==> src/rtl/sram_req_arbiter.sv <==
// sram_req_arbiter: shares one SRAM-like memory port between the instruction-fetch
// port and the load/store port. One requester is chosen per address handshake and held
// until it is accepted; an in-order owner queue steers each data_ok/rdata back to the
// requester that issued it. A wait counter bounds how long inst can lose to data.
module sram_req_arbiter #(
  parameter int unsigned OUTS_DEPTH   = 4,
  parameter int unsigned STARVE_LIMIT = 8
) (
  input  logic        clk_i,
  input  logic        resetn_i,

  // Instruction port
  input  logic        inst_req_i,
  input  logic        inst_wr_i,
  input  logic [1:0]  inst_size_i,
  input  logic [3:0]  inst_wstrb_i,
  input  logic [31:0] inst_addr_i,
  input  logic [31:0] inst_wdata_i,
  output logic        inst_addr_ok_o,
  output logic        inst_data_ok_o,
  output logic [31:0] inst_rdata_o,

  // Load/store port
  input  logic        data_req_i,
  input  logic        data_wr_i,
  input  logic [1:0]  data_size_i,
  input  logic [3:0]  data_wstrb_i,
  input  logic [31:0] data_addr_i,
  input  logic [31:0] data_wdata_i,
  output logic        data_addr_ok_o,
  output logic        data_data_ok_o,
  output logic [31:0] data_rdata_o,

  // Shared memory port
  output logic        mem_req_o,
  output logic        mem_wr_o,
  output logic [1:0]  mem_size_o,
  output logic [3:0]  mem_wstrb_o,
  output logic [31:0] mem_addr_o,
  output logic [31:0] mem_wdata_o,
  input  logic        mem_addr_ok_i,
  input  logic        mem_data_ok_i,
  input  logic [31:0] mem_rdata_i
);

  localparam int unsigned PtrW    = (OUTS_DEPTH > 1) ? $clog2(OUTS_DEPTH) : 1;
  localparam int unsigned CntW    = PtrW + 1;
  localparam int unsigned StarveW = $clog2(STARVE_LIMIT) + 1;

  localparam logic [CntW-1:0]    FullCnt   = CntW'(OUTS_DEPTH);
  localparam logic [StarveW-1:0] StarveMax = StarveW'(STARVE_LIMIT);

  typedef enum logic [1:0] {StIdle, StLockI, StLockD} state_e;

  state_e state_q, state_d;

  // Owner queue: 0 = inst, 1 = data
  logic [OUTS_DEPTH-1:0] owner_q;
  logic [PtrW-1:0]       wr_ptr_q, rd_ptr_q;
  logic [CntW-1:0]       cnt_q, cnt_d;

  logic [StarveW-1:0]    starve_q, starve_d;

  logic sel_data;    // 1 when the data port drives the memory port
  logic sel_req;     // request of the selected port
  logic force_inst;
  logic fifo_empty;
  logic fifo_full;
  logic stall;
  logic push;
  logic pop;
  logic head_owner;
  logic inst_hs;

  assign force_inst = (starve_q == StarveMax);
  assign fifo_empty = (cnt_q == '0);
  assign fifo_full  = (cnt_q == FullCnt);
  assign head_owner = owner_q[rd_ptr_q];

  // A pop in the same cycle frees a slot, so a full queue can still take a new request.
  assign stall = fifo_full && !mem_data_ok_i;

  assign push    = mem_req_o && mem_addr_ok_i;
  assign pop     = resetn_i && mem_data_ok_i && !fifo_empty;
  assign inst_hs = push && !sel_data;

  // Grant state register
  always_ff @(posedge clk_i or negedge resetn_i) begin
    if (!resetn_i) begin
      state_q <= StIdle;
    end else begin
      state_q <= state_d;
    end
  end

  // Next grant state: lock onto a winner that is not accepted, release on accept or drop
  always_comb begin
    state_d = state_q;
    unique case (state_q)
      StIdle: begin
        if (sel_req && !push) begin
          state_d = sel_data ? StLockD : StLockI;
        end
      end
      StLockI, StLockD: begin
        if (!sel_req || push) begin
          state_d = StIdle;
        end
      end
      default: state_d = StIdle;
    endcase
  end

  // Selection and shared-port outputs; the lock states pin the mux to one requester
  always_comb begin
    sel_data = 1'b0;
    unique case (state_q)
      StLockI: sel_data = 1'b0;
      StLockD: sel_data = 1'b1;
      default: begin
        if (data_req_i && !force_inst) begin
          sel_data = 1'b1;
        end else if (inst_req_i) begin
          sel_data = 1'b0;
        end else begin
          sel_data = data_req_i;
        end
      end
    endcase

    sel_req = sel_data ? data_req_i : inst_req_i;

    mem_req_o   = resetn_i && sel_req && !stall;
    mem_wr_o    = sel_data ? data_wr_i    : inst_wr_i;
    mem_size_o  = sel_data ? data_size_i  : inst_size_i;
    mem_wstrb_o = sel_data ? data_wstrb_i : inst_wstrb_i;
    mem_addr_o  = sel_data ? data_addr_i  : inst_addr_i;
    mem_wdata_o = sel_data ? data_wdata_i : inst_wdata_i;

    inst_addr_ok_o = resetn_i && mem_addr_ok_i && !stall && !sel_data;
    data_addr_ok_o = resetn_i && mem_addr_ok_i && !stall &&  sel_data;
  end

  // Response routing: head of the owner queue picks the receiver, rdata goes to both
  always_comb begin
    inst_data_ok_o = pop && !head_owner;
    data_data_ok_o = pop &&  head_owner;
    inst_rdata_o   = mem_rdata_i;
    data_rdata_o   = mem_rdata_i;
  end

  // Owner queue occupancy; push and pop together leave it unchanged
  always_comb begin
    cnt_d = cnt_q;
    unique case ({push, pop})
      2'b10:   cnt_d = cnt_q + CntW'(1);
      2'b01:   cnt_d = cnt_q - CntW'(1);
      default: cnt_d = cnt_q;
    endcase
  end

  // Owner queue storage and pointers
  always_ff @(posedge clk_i or negedge resetn_i) begin
    if (!resetn_i) begin
      owner_q  <= '0;
      wr_ptr_q <= '0;
      rd_ptr_q <= '0;
      cnt_q    <= '0;
    end else begin
      if (push) begin
        owner_q[wr_ptr_q] <= sel_data;
        wr_ptr_q          <= wr_ptr_q + PtrW'(1);
      end
      if (pop) begin
        rd_ptr_q <= rd_ptr_q + PtrW'(1);
      end
      cnt_q <= cnt_d;
    end
  end

  // Inst wait counter: counts cycles inst waits unaccepted, saturating at the limit
  always_comb begin
    starve_d = starve_q;
    if (!inst_req_i || inst_hs) begin
      starve_d = '0;
    end else if (starve_q < StarveMax) begin
      starve_d = starve_q + StarveW'(1);
    end
  end

  // Inst wait counter register
  always_ff @(posedge clk_i or negedge resetn_i) begin
    if (!resetn_i) begin
      starve_q <= '0;
    end else begin
      starve_q <= starve_d;
    end
  end

endmodule

==> config.mk <==
export PLATFORM = sky130hd
export DESIGN_NAME = sram_req_arbiter
export DESIGN_NICKNAME = d
export VERILOG_FILES = /design/src/rtl/sram_req_arbiter.sv
export SDC_FILE = /design/constraint.sdc
export NUM_CORES = 1
export LEC_CHECK = 0
export CAP_MARGIN = 25
export CORE_AREA = 2 2 125 127
export DETAILED_ROUTE_END_ITERATION = 12
export DIE_AREA = 0 0 127 129
export GPL_ROUTABILITY_DRIVEN = 0
export PLACE_DENSITY_LB_ADDON = 0.1
export SLEW_MARGIN = 5
export SYNTH_ARGS = -nofsm -noshare
export SYNTH_HDL_FRONTEND = slang
export SYNTH_SLANG_ARGS = --single-unit
==> constraint.sdc <==
create_clock -name clk_i -period 7.45 [get_ports clk_i]
set_input_delay 2.235 -clock clk_i [delete_from_list [all_inputs] [get_ports clk_i]]
set_output_delay 2.235 -clock clk_i [all_outputs]
set_load 0.005 [all_outputs]
## Word level (Yosys, flattened, before mapping)

Cells that the tools add are included.

- Bits in writable memories: 0
- Output and inout port bits: 140
- Input bits: 180
- Memories kept: 0
- Bits in latches: 0
- Memory bits (read-only): 0
- Word-level logic and storage cells: 77
- Register bits: 17

- $mul: 0
- Shift operators: 0
- Reductions and logical operators: 33
- Equality and inequality tests: 8
- Muxes and demuxes: 21
- $lt $le $gt $ge: 4
- $add $sub $neg: 5
- Bitwise operators: 0
- Div/mod/pow operators: 0

Operators by type and width:

| cell | count |
|---|---|
| 32-bit 2-to-1 mux | 2 |
| 1-bit logical AND | 16 |
| 4-bit 2-to-1 mux | 3 |
| 1-bit zero test | 9 |
| 2-bit 2-to-1 mux | 4 |
| 2-bit by 3-bit less-than comparator with 1-bit output, second input constant | 2 |
| 1-bit 2-to-1 mux | 6 |
| 3-bit case mux with 2 select lines | 1 |
| 2-bit by 1-bit adder with 2-bit output, second input constant | 2 |
| 4-bit by 1-bit adder with 4-bit output, second input constant | 1 |
| 4-bit bitwise mux | 1 |
| 2-bit by 1-bit == test with 1-bit output, second input constant | 2 |
| 2-bit == test, second input constant | 2 |
| 4-bit == test, second input constant | 1 |
| 4-bit less-than comparator, second input constant | 1 |
| 2-bit != test, second input constant | 2 |
| 2-bit case mux with 2 select lines | 1 |
| 2-bit nonzero test | 2 |
| 3-bit by 1-bit adder with 3-bit output, second input constant | 1 |
| 3-bit == test, second input constant | 1 |
| 3-bit zero test | 1 |
| 3-bit by 1-bit subtractor with 3-bit output, second input constant | 1 |
| 1-bit binary-select mux with 2-bit select | 1 |
| 1-bit demux with 2-bit select | 1 |
| other kinds (6) | 7 |

## Logic depth before layout (Yosys ltp)

Gate-level depths: netlist (run 1).

- Depth after elaboration: 13
- Depth in mapped cells: 13
- Depth with buffers taken out: 12

## Least setup slack after synthesis (run 1)

No wires, ideal clock.

- Path kind: input -> output
- Start point: input port inst_req_i
- End point: output port mem_wdata_o[17]
- Required time: 5.215 ns
- Buffers on the path: 1
- Arrival: 3.311 ns
- Slack: 1.904 ns
- Stages on the path: 4
- Cells stage by stage: and4b_1 -> o21ai_2 -> buf_2 -> mux2_2

- Cells in the longest elaborated chain, start to end: 4

Ends and longest elaborated chain:

| item | RTL line | text |
|---|---|---|
| start, declared | 13 | `input logic inst_req_i,` |
| 1-bit 2-to-1 mux | 123 | `end else if (inst_req_i) begin` |
| 1-bit 2-to-1 mux | 121 | `if (data_req_i && !force_inst) begin` |
| 1-bit case mux with 2 select lines | 117 | `unique case (state_q)` |
| 32-bit 2-to-1 mux | 138 | `mem_wdata_o = sel_data ? data_wdata_i : inst_wdata_i;` |
| end, declared | 40 | `output logic [31:0] mem_wdata_o,` |

Every way passes these cells.

## Worst setup path in the final report (run 1)

- Start point: input port inst_req_i
- End point: output port mem_wstrb_o[3]

- Cells in the longest elaborated chain, start to end: 4

Ends and longest elaborated chain:

| item | RTL line | text |
|---|---|---|
| 1-bit 2-to-1 mux | 123 |  |
| 1-bit 2-to-1 mux | 121 |  |
| 1-bit case mux with 2 select lines | 117 |  |
| 4-bit 2-to-1 mux | 136 | `mem_wstrb_o = sel_data ? data_wstrb_i : inst_wstrb_i;` |
| end, declared | 38 | `output logic [3:0] mem_wstrb_o,` |

Every way passes these cells.

==> results by stage, run 1 <==
Outcome:
- The flow ran to the end, and the final reports show no timing, DRC or antenna violations.

CTS:
- TritonCTS built the clock tree.
- The deepest clock path buffer count is 2.
- The source-to-sink clock delay at the later pin of the worst-skew pair is 250 ps.
- TritonCTS created 3 clock buffers.
- The post-CTS repair timing setup buffer count is 0.
- Clock-pin slew was measured on the worst setup and hold paths at 60 ps.
- In this run the number of H-tree levels came out at 1.
- The clock net in this run drives a total of 17 sinks.
- After clock tree synthesis, the repair step resized 0 gates.
- The hold buffer count at cts is 0.
- Clock tree synthesis selected as its root buffer the cell clkbuf_16.

Hold path:
- The worst hold path belongs to the class reg2reg.
- The startpoint identified for the worst hold timing path is cnt_q[2]$_DFFE_PN0P_.

STA:
- In this run the tightest slew margin relative to its limit is 52.1%.
- The highest clock frequency the design can meet is 0.150 GHz.
- The number of pins exceeding their max-slew limit in the final report is 0.
- For the pin with the worst max-slew slack, the measured transition is 710 ps.
- After layout, the worst path uses 89.3% of the clock period.
- The setup slack after layout is 796 ps.
- The final number of hold-violating endpoints came to 0.
- The routed design could run at a clock period as short as 6650 ps.
- Setup repair after global routing left no endpoint under its margin.
- After routing, the total negative slack on setup checks comes to 0 ps.
- Across the routed clock network, the largest skew measured is 4.44 ps.
- The final number of setup-violating endpoints is 0.

Global route:
- The number of antenna violations at the first check in global routing is 0.
- The first global-routing pass estimated 15700 um of wire.
- The number of global-route vias before repair is 2624.
- In the global route stage, overall resource usage came out at 12.6%.
- The leftover overflow at the end of global routing is 0.
- Entering global routing, the biggest net connects 49 pins.

Worst setup path:
- The cell repeated most along the worst path is clkdlybuf4s50_1.
- The kind of critical path is in2out.
- In this design, the stage delay of the slowest critical-path cell is 480 ps.
- The critical path data arrival time is 4420 ps.
- Of all nets on the critical path, the largest fanout is 25.
- The worst flop-to-flop path startpoint is state_q[0]$_DFFE_PN0P_.
- For the worst setup path, the data required time is 5220 ps.
- The worst setup path startpoint is inst_req_i.
- The worst setup path is launched from a primary input.
- The signal on the critical path passes through clkdlybuf4s50_1, and4b_1, o21ai_4, buf_4, mux2_2, clkdlybuf4s50_1.
- The register-to-register setup slack is 4760 ps.
- The slowest stage of the critical path is the clkdlybuf4s50_1 cell.
- The cell depth of the worst flop-to-flop path is 10.
- The worst register-to-register path ends at cnt_q[1]$_DFFE_PN0P_.
- The end point of the critical path is mem_wstrb_o[3].
- The endpoint kind of the worst setup timing path is an output pin.

Yosys:
- Of all flip-flops after synthesis, the portion carrying an async set or reset was 100%.
- The number of nets in the synthesized netlist is 433.
- Each instance of the synthesized netlist takes up on average 9.62 um^2.
- The number of warnings printed during yosys synthesis is 0.
- The top cell type by area accounts for 26.5% of the synthesized area.
- By area the synthesized netlist is led by mux2_2, buf_4, dfrtp_1, mux2_1, ha_1.
- Synthesis handed over a netlist of 243 instances.
- The most used flip-flop cell after synthesis is dfrtp_1.
- The synthesized area is 2340 um^2.
- The number of different library cells in the post-synthesis netlist is 37.
- In this run, synthesis produced a sequential element count of 17.
- The top cell type by total area after synthesis is mux2_2.
- The sequential cell area fraction in the yosys report is 18.2%.
- The count of flip-flops with a built-in enable after synthesis is 0.

Floorplanning:
- The count of boundary I/O pins is 320.
- For this configuration, the core starts out at a cell density of 15.6%.
- The core region is 15000 um^2.
- The floorplan die height is 129 um.
- The die extent in x is 127 um.
- After floorplanning, the core was divided into 45 placement rows.
- The floorplan step defined a die boundary enclosing 16400 um^2.

Pwr:
- The analysis attributes to net switching a power of 0.347 mW.
- The share of total power in the clock network is 11.0%.
- The internal power component is 0.662 mW.
- In this run the static leakage power is 1.68 nW.
- Net switching is 34.4% of the power.
- Of the total power, registers draw 16.0%.
- Combinational cells account for 73.0% of the total power.
- Dividing total power by cell area gives a power density of 229 nW/um^2.
- Across the VDD grid, the largest voltage drop is 0.000105 V.
- After layout, the design draws a total of 1.01 mW.

Place:
- The total half-perimeter wirelength after legalization and detailed placement is 9380 um.
- Before CTS, the worst setup slack after placement is 780 ps.
- In this run the tool buffered the top-level ports with 223 buffer cells.

Routing:
- For this block, the initial DRC count from the detailed router was 49.
- Once detail routing completed, the nets flagged for antenna violations numbered 0.
- The vias after detailed routing is 2329.
- After detailed routing, the average wire length per cell comes to 18.0 um.
- The routed wire length is 10600 um.
- The first-pass detailed-route iteration total is 4.
- After detailed routing, the number of remaining DRC violations is 0.
- The number of vias per cell is 3.95.

Layout:
- Counting the fill cells in the layout gives 1575.
- The final net count is 592.
- Compared with the post-synthesis result, the final layout area differs by 88.4%.
- The total inserted antenna cells is 0.
- The post-route netlist has 17.0% of its cells at a drive strength greater than 1.

Run:
- Across the run, the number of max-cap violations was 0.
## layout by cell type (no fill, tap or decap), types with 2 or more instances in the layout
cell / n
o211ai_1: 3
buf_4: 3
nor2_1: 11
inv_1: 12
mux2_2: 55
xor2_1: 3
clkbuf_16: 3
dfrtp_1: 17
o21ai_0: 2
clkdlybuf4s50_1: 223
a31oi_1: 9
mux2_1: 16
nand2_1: 3
nand3_1: 4
nand4_1: 2
ha_1: 9
xnor2_1: 5
## cells in the mapped netlist (2+ instances only)
cell,count
nand3_1,4
o21ai_0,2
o211ai_1,3
buf_2,7
xor2_1,3
xnor2_1,5
mux2_2,55
nand4_1,2
dfrtp_1,17
nor2_1,11
inv_1,12
mux2_1,16
nand2_1,3
a31oi_1,9
buf_4,64
ha_1,9
## worst min-delay path by stage
stage                               to  cells after the start  slack (ps)
2_1_floorplan     cnt_q[2]$_DFFE_PN0P_                      1         450
3_3_place_gp   rd_ptr_q[1]$_DFFE_PN0P_                      1         470
3_5_place_dp      cnt_q[2]$_DFFE_PN0P_                      1         470
4_1_cts           cnt_q[2]$_DFFE_PN0P_                      1         480
5_1_grt           cnt_q[2]$_DFFE_PN0P_                      1         490
6_report          cnt_q[2]$_DFFE_PN0P_                      1         480
## layout make-up
class | count | area, um^2 | area share, %
Inverter | 12 | 45.0 | 1.02
Multi-Input combinational cell | 141 | 1350 | 30.5
Clock buffer | 3 | 75.1 | 1.70
Clock inverter | 1 | 5.00 | 0.114
Tap cell | 188 | 235 | 5.34
Timing Repair Buffer | 227 | 2270 | 51.6
Sequential cell | 17 | 425 | 9.66
## metal layers
metal  global-route usage (%)  share of wire, %  vias up
li1                         -                 -     1093
met3                     4.53               9.3        3
met2                     25.4                56      147
met1                     12.7                34     1086
met4                     1.81              0.27        0
met5                        0                 0        -
## cells by family (layout without fill, tap and decap cells)
logic type                 Yosys count  count (layout)  share of synthesized area [%]
DFF                                 17              17                           18.2
xor gates and xnor gates             8               8                           3.00
and+or+nand+nor                     29              29                           6.90
AOI/OAI and AO/OA                   21              21                           6.05
buffers and inverters               85             243                           24.6
muxes                               73              73                           35.6
adders and majority gates           10              10                           5.67
## flip-flops by register name (all words and copies together), names as in the netlist
register	cells
starve_q	4
cnt_q	3
state_q	2
wr_ptr_q	2
rd_ptr_q	2
owner_q	4
## power by group through the flow
stage | clock network, mW | logic (mW) | registers [mW]
final | 0.111 | 0.736 | 0.162
after floorplan | 0 | 0.383 | 0.154
after CTS | 0.114 | 0.755 | 0.162
after global placement | 0 | 0.751 | 0.163
after detailed placement | 0 | 0.748 | 0.163
after global routing | 0.118 | 0.796 | 0.167
## metrics by stage
step | hold WS (ps) | instances | util [%] | cell area [um^2]
floorplan | 450 | 243 | - | 2340
global placement | 474 | 585 | 28.9 | 4330
CTS | 479 | 589 | 29.4 | 4410
detailed placement | 470 | 585 | 28.9 | 4330
global route | 494 | 589 | 29.4 | 4410
finish | 476 | 589 | 29.4 | 4410
## worst max-delay path, delay by kind of cell
| kind | cells | cell delay, ps |
|---|---|---|
| simple gates | 1 | 280 |
| mux | 1 | 430 |
| compound gates | 1 | 170 |
| buf+inv | 3 | 1280 |
(Power assumes the default switching activity.)
==> inputs of run 2 (changes only) <==
- ABC_CLOCK_PERIOD_IN_PS: default -> 7450
==> results of run 2 <==
Same layout as run 1: the final DEF is identical, and so are final timing and power.
